<file path="src/rtl/triangle_wave_analyzer_if.sv">
// Sample stream and analysis results between a triangle source and its checker.
// The master drives samples and observes results; the slave is the analyzer.
interface triangle_wave_analyzer_if #(
    parameter int WIDTH    = 5,
    parameter int PERIOD_W = 8
);
    logic                sample_valid;
    logic [WIDTH-1:0]    sample;
    logic                locked;
    logic                dir;
    logic                peak;
    logic                trough;
    logic [PERIOD_W-1:0] period;
    logic                period_valid;
    logic                err;
    logic [7:0]          err_count;

    modport master (
        output sample_valid, sample,
        input  locked, dir, peak, trough, period, period_valid, err, err_count
    );

    modport slave (
        input  sample_valid, sample,
        output locked, dir, peak, trough, period, period_valid, err, err_count
    );
endinterface

</file>
<file path="src/rtl/triangle_wave_analyzer.sv">
// Checks an incoming triangle sample stream for +/-1 steps with reversals only at the rails,
// locks onto clean streams, flags peaks/troughs, measures trough-to-trough period, counts errors.
module triangle_wave_analyzer #(
    parameter int WIDTH      = 5,
    parameter int LOCK_STEPS = 4,
    parameter int PERIOD_W   = 8
) (
    input  logic                    clk,
    input  logic                    rst,
    triangle_wave_analyzer_if.slave bus
);
    typedef enum logic [1:0] {ACQ, RISE, FALL} state_t;

    localparam int                  CNT_W      = $clog2(LOCK_STEPS + 1);
    localparam logic [WIDTH-1:0]    MAX        = {WIDTH{1'b1}};
    localparam logic [CNT_W-1:0]    LOCK_CNT   = CNT_W'(LOCK_STEPS);
    localparam logic [PERIOD_W-1:0] PERIOD_SAT = {PERIOD_W{1'b1}};
    localparam logic [7:0]          ERR_SAT    = 8'hFF;

    state_t              state_reg, state_next;
    logic [WIDTH-1:0]    prev_reg, prev_next;
    logic                have_prev_reg, have_prev_next;
    logic                dir_reg, dir_next;
    logic [CNT_W-1:0]    step_cnt_reg, step_cnt_next;
    logic [PERIOD_W-1:0] per_cnt_reg, per_cnt_next;
    logic                first_trough_reg, first_trough_next;
    logic [PERIOD_W-1:0] period_reg, period_next;
    logic                period_valid_reg, period_valid_next;
    logic                peak_reg, peak_next;
    logic                trough_reg, trough_next;
    logic                err_reg, err_next;
    logic [7:0]          err_count_reg, err_count_next;

    logic [WIDTH-1:0]    sample;
    logic                step_up;
    logic                step_dn;
    logic [CNT_W-1:0]    run_len;
    logic [PERIOD_W-1:0] per_cnt_inc;
    logic [7:0]          err_count_inc;

    assign sample = bus.sample;

    // Rail guards keep the +/-1 comparison from wrapping around the sample range.
    assign step_up = (prev_reg != MAX) && (sample == prev_reg + WIDTH'(1));
    assign step_dn = (prev_reg != '0)  && (sample == prev_reg - WIDTH'(1));

    // A zero count means no usable prior step, so any legal step restarts the run at 1.
    assign run_len = ((step_cnt_reg != '0) && (step_up == dir_reg)) ? step_cnt_reg + CNT_W'(1)
                                                                     : CNT_W'(1);

    assign per_cnt_inc   = (per_cnt_reg == PERIOD_SAT) ? PERIOD_SAT : per_cnt_reg + PERIOD_W'(1);
    assign err_count_inc = (err_count_reg == ERR_SAT) ? ERR_SAT : err_count_reg + 8'd1;

    always_comb begin
        state_next        = state_reg;
        prev_next         = prev_reg;
        have_prev_next    = have_prev_reg;
        dir_next          = dir_reg;
        step_cnt_next     = step_cnt_reg;
        per_cnt_next      = per_cnt_reg;
        first_trough_next = first_trough_reg;
        period_next       = period_reg;
        period_valid_next = 1'b0;
        peak_next         = 1'b0;
        trough_next       = 1'b0;
        err_next          = 1'b0;
        err_count_next    = err_count_reg;

        if (bus.sample_valid) begin
            prev_next      = sample;
            have_prev_next = 1'b1;
            if (have_prev_reg) begin
                case (state_reg)
                    ACQ: begin
                        if (step_up || step_dn) begin
                            dir_next = step_up;
                            if (run_len == LOCK_CNT) begin
                                step_cnt_next     = '0;
                                first_trough_next = 1'b1;
                                per_cnt_next      = '0;
                                // A lock that lands on a rail must turn around on the next sample.
                                if (step_up) begin
                                    state_next = (sample == MAX) ? FALL : RISE;
                                end else begin
                                    state_next = (sample == '0) ? RISE : FALL;
                                end
                            end else begin
                                step_cnt_next = run_len;
                            end
                        end else begin
                            step_cnt_next = '0;
                        end
                    end
                    RISE: begin
                        if (step_up) begin
                            dir_next     = 1'b1;
                            per_cnt_next = per_cnt_inc;
                            if (sample == MAX) begin
                                peak_next  = 1'b1;
                                state_next = FALL;
                            end
                        end else begin
                            err_next       = 1'b1;
                            err_count_next = err_count_inc;
                            state_next     = ACQ;
                            step_cnt_next  = '0;
                        end
                    end
                    FALL: begin
                        if (step_dn) begin
                            dir_next = 1'b0;
                            if (sample == '0) begin
                                trough_next = 1'b1;
                                state_next  = RISE;
                                // The first trough after lock only starts the measurement.
                                if (!first_trough_reg) begin
                                    period_next       = per_cnt_inc;
                                    period_valid_next = 1'b1;
                                end
                                per_cnt_next      = '0;
                                first_trough_next = 1'b0;
                            end else begin
                                per_cnt_next = per_cnt_inc;
                            end
                        end else begin
                            err_next       = 1'b1;
                            err_count_next = err_count_inc;
                            state_next     = ACQ;
                            step_cnt_next  = '0;
                        end
                    end
                    default: begin
                        state_next    = ACQ;
                        step_cnt_next = '0;
                    end
                endcase
            end
        end
    end

    always_ff @(posedge clk or posedge rst) begin
        if (rst) begin
            state_reg        <= ACQ;
            prev_reg         <= '0;
            have_prev_reg    <= 1'b0;
            dir_reg          <= 1'b0;
            step_cnt_reg     <= '0;
            per_cnt_reg      <= '0;
            first_trough_reg <= 1'b0;
            period_reg       <= '0;
            period_valid_reg <= 1'b0;
            peak_reg         <= 1'b0;
            trough_reg       <= 1'b0;
            err_reg          <= 1'b0;
            err_count_reg    <= '0;
        end else begin
            state_reg        <= state_next;
            prev_reg         <= prev_next;
            have_prev_reg    <= have_prev_next;
            dir_reg          <= dir_next;
            step_cnt_reg     <= step_cnt_next;
            per_cnt_reg      <= per_cnt_next;
            first_trough_reg <= first_trough_next;
            period_reg       <= period_next;
            period_valid_reg <= period_valid_next;
            peak_reg         <= peak_next;
            trough_reg       <= trough_next;
            err_reg          <= err_next;
            err_count_reg    <= err_count_next;
        end
    end

    assign bus.locked       = (state_reg != ACQ);
    assign bus.dir          = dir_reg;
    assign bus.peak         = peak_reg;
    assign bus.trough       = trough_reg;
    assign bus.period       = period_reg;
    assign bus.period_valid = period_valid_reg;
    assign bus.err          = err_reg;
    assign bus.err_count    = err_count_reg;
endmodule

</file>
<file path="src/flat_wrapper.sv">
// flat-port wrapper written by rule: the top's interface ports become plain ports
module triangle_wave_analyzer_flat 
#(
    parameter int WIDTH      = 5,
    parameter int LOCK_STEPS = 4,
    parameter int PERIOD_W   = 8
)
  (clk, rst, bus_sample_valid, bus_sample, bus_locked, bus_dir, bus_peak, bus_trough, bus_period, bus_period_valid, bus_err, bus_err_count);
  triangle_wave_analyzer_if #(.WIDTH(WIDTH), .PERIOD_W(PERIOD_W)) bus_i ();
  input  logic clk;
  input  logic rst;
  input wire logic [$bits(bus_i.sample_valid)-1:0] bus_sample_valid;
  input wire logic [$bits(bus_i.sample)-1:0] bus_sample;
  output wire logic [$bits(bus_i.locked)-1:0] bus_locked;
  output wire logic [$bits(bus_i.dir)-1:0] bus_dir;
  output wire logic [$bits(bus_i.peak)-1:0] bus_peak;
  output wire logic [$bits(bus_i.trough)-1:0] bus_trough;
  output wire logic [$bits(bus_i.period)-1:0] bus_period;
  output wire logic [$bits(bus_i.period_valid)-1:0] bus_period_valid;
  output wire logic [$bits(bus_i.err)-1:0] bus_err;
  output wire logic [$bits(bus_i.err_count)-1:0] bus_err_count;
  assign bus_i.sample_valid = bus_sample_valid;
  assign bus_i.sample = bus_sample;
  assign bus_locked = bus_i.locked;
  assign bus_dir = bus_i.dir;
  assign bus_peak = bus_i.peak;
  assign bus_trough = bus_i.trough;
  assign bus_period = bus_i.period;
  assign bus_period_valid = bus_i.period_valid;
  assign bus_err = bus_i.err;
  assign bus_err_count = bus_i.err_count;
  triangle_wave_analyzer #(.WIDTH(WIDTH), .LOCK_STEPS(LOCK_STEPS), .PERIOD_W(PERIOD_W)) u_core (.clk(clk), .rst(rst), .bus(bus_i));
endmodule
</file>
<file path="config.mk">
export PLATFORM = sky130hd
export DESIGN_NAME = triangle_wave_analyzer_flat
export DESIGN_NICKNAME = d
export VERILOG_FILES = /design/src/rtl/triangle_wave_analyzer_if.sv /design/src/rtl/triangle_wave_analyzer.sv /design/src/flat_wrapper.sv
export SDC_FILE = /design/constraint.sdc
export NUM_CORES = 1
export LEC_CHECK = 0
export BUFFER_PORTS_ARGS = -buffer_cell sky130_fd_sc_hd__buf_2
export CORE_MARGIN = 4
export CORE_UTILIZATION = 40
export CTS_BUF_LIST = sky130_fd_sc_hd__clkbuf_8
export DETAILED_ROUTE_END_ITERATION = 10
export PLACE_DENSITY = 0.6
export SYNTH_ARGS = -nofsm -noshare
export SYNTH_HDL_FRONTEND = slang
export SYNTH_SLANG_ARGS = --single-unit
</file>
<file path="constraint.sdc">
create_clock -name clk -period 3.2 [get_ports clk]
set_input_delay 0.32 -clock clk [delete_from_list [all_inputs] [get_ports clk]]
set_output_delay 0.32 -clock clk [all_outputs]
set_load 0.03 [all_outputs]
</file>
# Word level (Yosys, flattened, before mapping)

Index checks and enable logic that the tools add are counted.

$add $sub $neg: 5
Equality and inequality tests: 19
Mux-type cells: 57
Bitwise logic cells: 1
Reduce and logical (&&, ||, !) cells: 19

Operators with widths:

| kind                                                                     | count |
|---|---|
| 8-bit 2-to-1 mux                                                         | 9 |
| 1-bit 2-to-1 mux                                                         | 27 |
| 8-bit one-hot mux with 3 select lines                                    | 1 |
| 2-bit 2-to-1 mux                                                         | 9 |
| 6-bit AND reduction                                                      | 3 |
| 8-bit by 1-bit adder with 8-bit output (second input constant)           | 2 |
| 8-bit equality test (second input constant)                              | 2 |
| 8-bit one-hot mux with 2 select lines                                    | 1 |
| 3-bit 2-to-1 mux                                                         | 5 |
| 7-bit AND reduction                                                      | 2 |
| 5-bit equality test                                                      | 2 |
| 2-bit by 1-bit inequality test with 1-bit output (second input constant) | 5 |
| 3-bit one-hot mux with 3 select lines                                    | 1 |
| 3-bit inequality test (second input constant)                            | 2 |
| 2-bit one-hot mux with 3 select lines                                    | 1 |
| 2-bit nonzero test                                                       | 3 |
| 3-bit nonzero test                                                       | 2 |
| 5-bit by 1-bit adder with 5-bit output (second input constant)           | 1 |
| 5-bit equality test (second input constant)                              | 1 |
| 5-bit zero test                                                          | 1 |
| 5-bit inequality test (second input constant)                            | 1 |
| 5-bit AND reduction                                                      | 1 |
| 5-bit nonzero test                                                       | 1 |
| 5-bit by 1-bit subtractor with 5-bit output (second input constant)      | 1 |
| 13 further kinds                                                         | 17 |

Register bits: 41
Input port bits: 8
Output and inout bits: 22
Logic and storage cells: 114

# Longest topological paths before layout

Depth in word-level cells: 10
Depth in mapped cells: 10
Gate-level depth less buffers: 9

# Least setup slack after synthesis

Ideal clock, no wire load.

Path type: flip-flop to flip-flop
From: reg u_core.prev_reg[0]
To: reg u_core.per_cnt_reg[0]
Library setup time: 125 ps
Data arrival time: 2,616 ps
Required time: 3,075 ps
Slack: 459 ps
Stages on the path, launching flop included: 10
Path buffers: 0
Clock period less this slack: 2,741 ps
Cells stage by stage: dfrtp_1 -> ha_1 -> and3_2 -> ha_1 -> xor2_1 -> nor4b_4 -> nand3_2 -> a221o_1 -> nor2_2 -> mux2_2

Word-level cells in the longest chain between the ends: 9
Elaborated cells on any way between the ends: 18
Those cells by class: add/sub (2); eq/ne (9); mux (1); reduce/logical (6)

Ends and longest elaborated chain:

| what                                                       | RTL line                      | RTL |
|---|---|---|
| start: declaration                                         | triangle_wave_analyzer.sv:21  | `logic [WIDTH-1:0] prev_reg, prev_next;` |
| start signal: assignment                                   | triangle_wave_analyzer.sv:158 | `prev_reg <= prev_next;` |
| 5-bit by 1-bit adder with 5-bit output                     | triangle_wave_analyzer.sv:44  | `assign step_up = (prev_reg != MAX) && (sample == prev_reg + WIDTH'(1));` |
| 5-bit equality test                                        | triangle_wave_analyzer.sv:44  |  |
| 1-bit logical AND                                          | triangle_wave_analyzer.sv:44  |  |
| 1-bit equality test                                        | triangle_wave_analyzer.sv:48  | `assign run_len = ((step_cnt_reg != '0) && (step_up == dir_reg)) ? step_cnt_reg + CNT_W'(1)` |
| 1-bit logical AND                                          | triangle_wave_analyzer.sv:48  |  |
| 3-bit 2-to-1 mux                                           | triangle_wave_analyzer.sv:48  |  |
| 3-bit equality test                                        | triangle_wave_analyzer.sv:77  | `if (run_len == LOCK_CNT) begin` |
| 2-bit by 1-bit inequality test with 1-bit output (no line) | --                            |  |
| 7-bit AND reduction (no line) (*)                          | --                            |  |
| end signal: assignment                                     | triangle_wave_analyzer.sv:162 | `per_cnt_reg <= per_cnt_next;` |
| end: declaration                                           | triangle_wave_analyzer.sv:25  | `logic [PERIOD_W-1:0] per_cnt_reg, per_cnt_next;` |

Mark *: on every way between the ends. The rest lies on a longest branch, timed or not.
A chain may end at the register's enable or synchronous reset.

# Worst setup path after layout

From: reg u_core.prev_reg[0]
To: reg u_core.dir_reg (netlist: u_core.bus.dir)

Word-level cells in the longest chain between the ends: 6
Elaborated cells on any way between the ends: 15
Those cells by class: add/sub (2); eq/ne (6); mux (2); reduce/logical (5)

Ends and longest elaborated chain:

| what                                                                                                         | RTL line                                                   | RTL |
|---|---|---|
| 5-bit by 1-bit adder with 5-bit output / 5-bit by 1-bit subtractor with 5-bit output (equally long branches) | triangle_wave_analyzer.sv:44, triangle_wave_analyzer.sv:45 |  |
| 5-bit equality test, on equally long branches                                                                | triangle_wave_analyzer.sv:44, triangle_wave_analyzer.sv:45 |  |
| 1-bit logical AND, on equally long branches                                                                  | triangle_wave_analyzer.sv:44, triangle_wave_analyzer.sv:45 |  |
| 1-bit logical OR                                                                                             | triangle_wave_analyzer.sv:75                               | `if (step_up \|\| step_dn) begin` |
| 2-bit by 1-bit inequality test with 1-bit output (no line)                                                   | --                                                         |  |
| 6-bit AND reduction (no line)                                                                                | --                                                         |  |
| end signal: assignment                                                                                       | triangle_wave_analyzer.sv:160                              | `dir_reg <= dir_next;` |
| end: declaration                                                                                             | triangle_wave_analyzer.sv:23                               | `logic dir_reg, dir_next;` |

Parallel ways exist; a longest one is shown, timed or not. The select of a mux whose other input is x is not followed.

==> key figures <==
Critical path
  – Type of origin of the critical path: register
  – Worst path cell trace: ha_1, and3_2, ha_1, xor2_1, nor4b_4, nand3_4, a221o_2, a31oi_1, mux2_2
  – Max incr delay on CP: around 0.5 ns
  – Critical Path RT: ~3.4 ns
  – Crit. End Element: register
  – Worst R2R Path Depth: 9
  – Reg-to-reg critical path startpoint: u_core.prev_reg[0]
  – Reg2reg end: u_core.bus.dir
  – Setup slack of the most critical reg-to-reg path: between 0.15 and 0.2 ns
  – Category of the most critical setup path: register to register
  – Number of stages on the worst setup path: 9
  – Last element of the critical path: u_core.bus.dir
  – Worst endpoint data arrival time: ~3.2 ns
  – Most common cell type on the critical path: sky130_fd_sc_hd__ha_1
  – Highest fanout seen on the critical path: 9
  – Launching element of the worst setup path: u_core.prev_reg[0]
  – CP bufs+invs: 0
  – Top cell family by delay on the critical path: simple AND/OR/NAND/NOR gates
  – Slowest stage cell on the critical path: sky130_fd_sc_hd__a221o_2

Place
  – Area after detailed placement: around 2700 sq um
  – Count of port buffers added during placement: 29
  – Worst slack at placement: between 0.15 and 0.2 ns
  – HPWL after detailed placement: ~3900 microns
  – Global placement routability congestion: 0.881

Route
  – Iteration count of the initial detailed-routing pass: 4
  – Number of DRC violations after detailed-routing iteration 0: ~130
  – Routed length per instance: between 10 and 15 microns
  – Detail-routed via count per cell: ~5.4
  – Drt total wl: between 5000 and 6000 microns
  – Routed via count: slightly below 2,000
  – Detailed-route DRC error count: 0
  – ANT nets after route: 0

Finish
  – Share of post-route cells with drive strength above 1: 0.222
  – Finished layout cell area: about 2800 sq um
  – FF+latch area: 1030 sq um
  – Combined area of the multi-input logic cells: about 1400 sq um
  – Area added between synthesis and finish: 13.6%
  – Number of antenna cells inserted: 0
  – Layout Nets: ~310
  – Filler cells: around 600

Logic synthesis
  – Area share of the largest cell type after synthesis: 0.414
  – Share of synthesized area occupied by flip-flops and latches: 0.414
  – YS warnings: 0
  – Mapped Cells: 256
  – Asr flop ratio synth: 1.00
  – Most frequently used cell type in the post-synthesis netlist: sky130_fd_sc_hd__dfrtp_1
  – Cell area after synthesis: about 2500 sq um
  – Average cell area after synthesis: around 9.7 sq um
  – Count of distinct cell types in the synthesized netlist: between 50 and 60
  – Syn_nets: 275
  – Most numerous cell types in the synthesized netlist: sky130_fd_sc_hd__dfrtp_1, sky130_fd_sc_hd__nand2_1, sky130_fd_sc_hd__o21ai_0, sky130_fd_sc_hd__inv_1, sky130_fd_sc_hd__nor2_1
  – Count of flip-flops with a built-in enable after synthesis: 0
  – Largest area contributor in the netlist: sky130_fd_sc_hd__dfrtp_1
  – Seq cells post-synth: 41
  – Most used DFF post-synth: sky130_fd_sc_hd__dfrtp_1
  – Synth top area cells: sky130_fd_sc_hd__dfrtp_1, sky130_fd_sc_hd__ha_1, sky130_fd_sc_hd__o21ai_0

Flow run
  – Max-cap check violation count: 0

Die
  – Width of the chip: roughly 87 microns
  – Vertical die dimension: between 80 and 90 microns
  – Die footprint: about 7500 sq um
  – Number of standard-cell rows in the floorplan: 28
  – Core Box Area: just under 6000 sq um
  – Starting density of the core: 0.416
  – IO Count: 30

Clocking
  – Clk Latency, worst-skew pair: 0.29 ns
  – Max Buffers Root-to-Sink: 2
  – Number of sinks driven by the clock tree: 41
  – Hold_buf cts: 0
  – # H-tree levels: 2
  – Clock slew at the register clock pins of the worst setup and hold paths: ~0.08 ns
  – CTS buffer count: 5
  – Clock tree from TritonCTS: done
  – Clock Root Buffer: sky130_fd_sc_hd__clkbuf_8

Timing
  – Minimum clock period after layout: roughly 3.0 ns
  – Final period utilization: 0.944
  – Max Clk Rate: roughly 330 MHz
  – Final setup margin: roughly 0.18 ns
  – Final hold violation count: 0
  – # setup viols final: 0
  – Worst setup skew after layout: between 0.005 and 0.006 ns
  – Worst relative slew slack: 0.598
  – Sum of negative setup slack: 0 ns
  – Setup repair after global routing missed its margin: no
  – Max-slew violation count: 0
  – Transition time of the tightest slew-check pin: 0.599 ns

Status
  – Result of the run: finished clean

Pwr
  – Leak: ~1.3 nW
  – PwrDens: about 600 nW/um^2
  – Peak ir drop on the vdd network: approximately 440 uV
  – Overall power: about 1.7 mW

GRT
  – Largest net degree at the start of global routing: 26
  – Global-route usage over all layers: 0.149
  – Total overflow reported by the global router: 0
  – Via count of the first global-routing pass: a little under 2,000
  – Global-route wire length before repair: 9060 microns
  – Number of antenna violations at the first check in global routing: 0

Hold path
  – Worst min-delay path class: input pin to asynchronous set/reset pin
==> metal layers <==
layer,part of all wire,global-route usage,vias up
li1,-,-,1013
met1,0.52,0.221,919
met2,0.43,0.216,43
met3,0.044,0.0333,7
met4,0.0082,0.0496,0
met5,0,0,-
==> stage by stage <==
| stage | utilization | hold WS (ns) | std cells |
|---|---|---|---|
| finish | 0.473 | 0.0167 | 368 |
| global route | 0.473 | 0.0418 | 368 |
| CTS | 0.469 | 0.0273 | 366 |
| detailed placement | 0.455 | 0.351 | 358 |
| global placement | 0.455 | 0.342 | 358 |
| floorplan | - | 0.441 | 256 |
==> cells by family after synthesis <==
| group | Yosys count | synth area share |
|---|---|---|
| multiplexers | 11 | 0.0490 |
| buffers and inverters | 21 | 0.0379 |
| flip-flops | 41 | 0.414 |
| AO/OA/AOI/OAI | 69 | 0.199 |
| AND/OR/NAND/NOR | 89 | 0.189 |
| adder cells (fa/ha/maj) | 11 | 0.0555 |
| XOR/XNOR | 14 | 0.0555 |
==> power breakdown <==
group / internal (mW) / leakage (nW) / switching (mW) / total (mW)
clock: 0.148 / 0.0491 / 0.171 / 0.319
combinational: 0.251 / 0.692 / 0.449 / 0.700
sequential: 0.586 / 0.543 / 0.0881 / 0.674
total: 0.985 / 1.28 / 0.709 / 1.69
==> final cells by class <==
| class | count | area share |
|---|---|---|
| Timing Repair Buffer | 35 | 0.0675 |
| Inverter | 15 | 0.0200 |
| Clock buffer | 5 | 0.0244 |
| Sequential cell | 41 | 0.364 |
| Tap cell | 75 | 0.0333 |
| Clock inverter | 3 | 0.00489 |
| Multi-Input combinational cell | 194 | 0.486 |
==> worst min path at each step <==
stage,startpoint,endpoint,slack [ns],cells past startpoint
2_1_floorplan,bus_sample[0],u_core.prev_reg[0],0.44,2
3_3_place_gp,rst,u_core.bus.err_count[1],0.34,2
3_5_place_dp,rst,u_core.bus.err_count[1],0.35,2
4_1_cts,rst,u_core.bus.err_count[7],0.03,2
5_1_grt,rst,u_core.bus.err_count[4],0.04,2
6_report,rst,u_core.bus.err_count[7],0.02,2
==> timing repair <==
action,CTS,global route
endpoints found under the setup margin,0,2
setup buffers,0,2
gates resized for setup,0,2
==> layout by cell type (no fill, tap or decap), types with 6 or more instances in the layout <==
cell                      synthesis  final
sky130_fd_sc_hd__dfrtp_1         41     41
sky130_fd_sc_hd__ha_1            11     11
sky130_fd_sc_hd__xnor2_1          8      8
sky130_fd_sc_hd__buf_4            0      6
sky130_fd_sc_hd__a21oi_1          7      7
sky130_fd_sc_hd__buf_2            0     29
sky130_fd_sc_hd__o21ai_0         25     25
sky130_fd_sc_hd__nand2_1         27     27
sky130_fd_sc_hd__inv_1           15     15
sky130_fd_sc_hd__nor2_1          15     15
sky130_fd_sc_hd__mux2_2           9      9
sky130_fd_sc_hd__nand3_1          7      7
(Power assumes the default switching activity.)
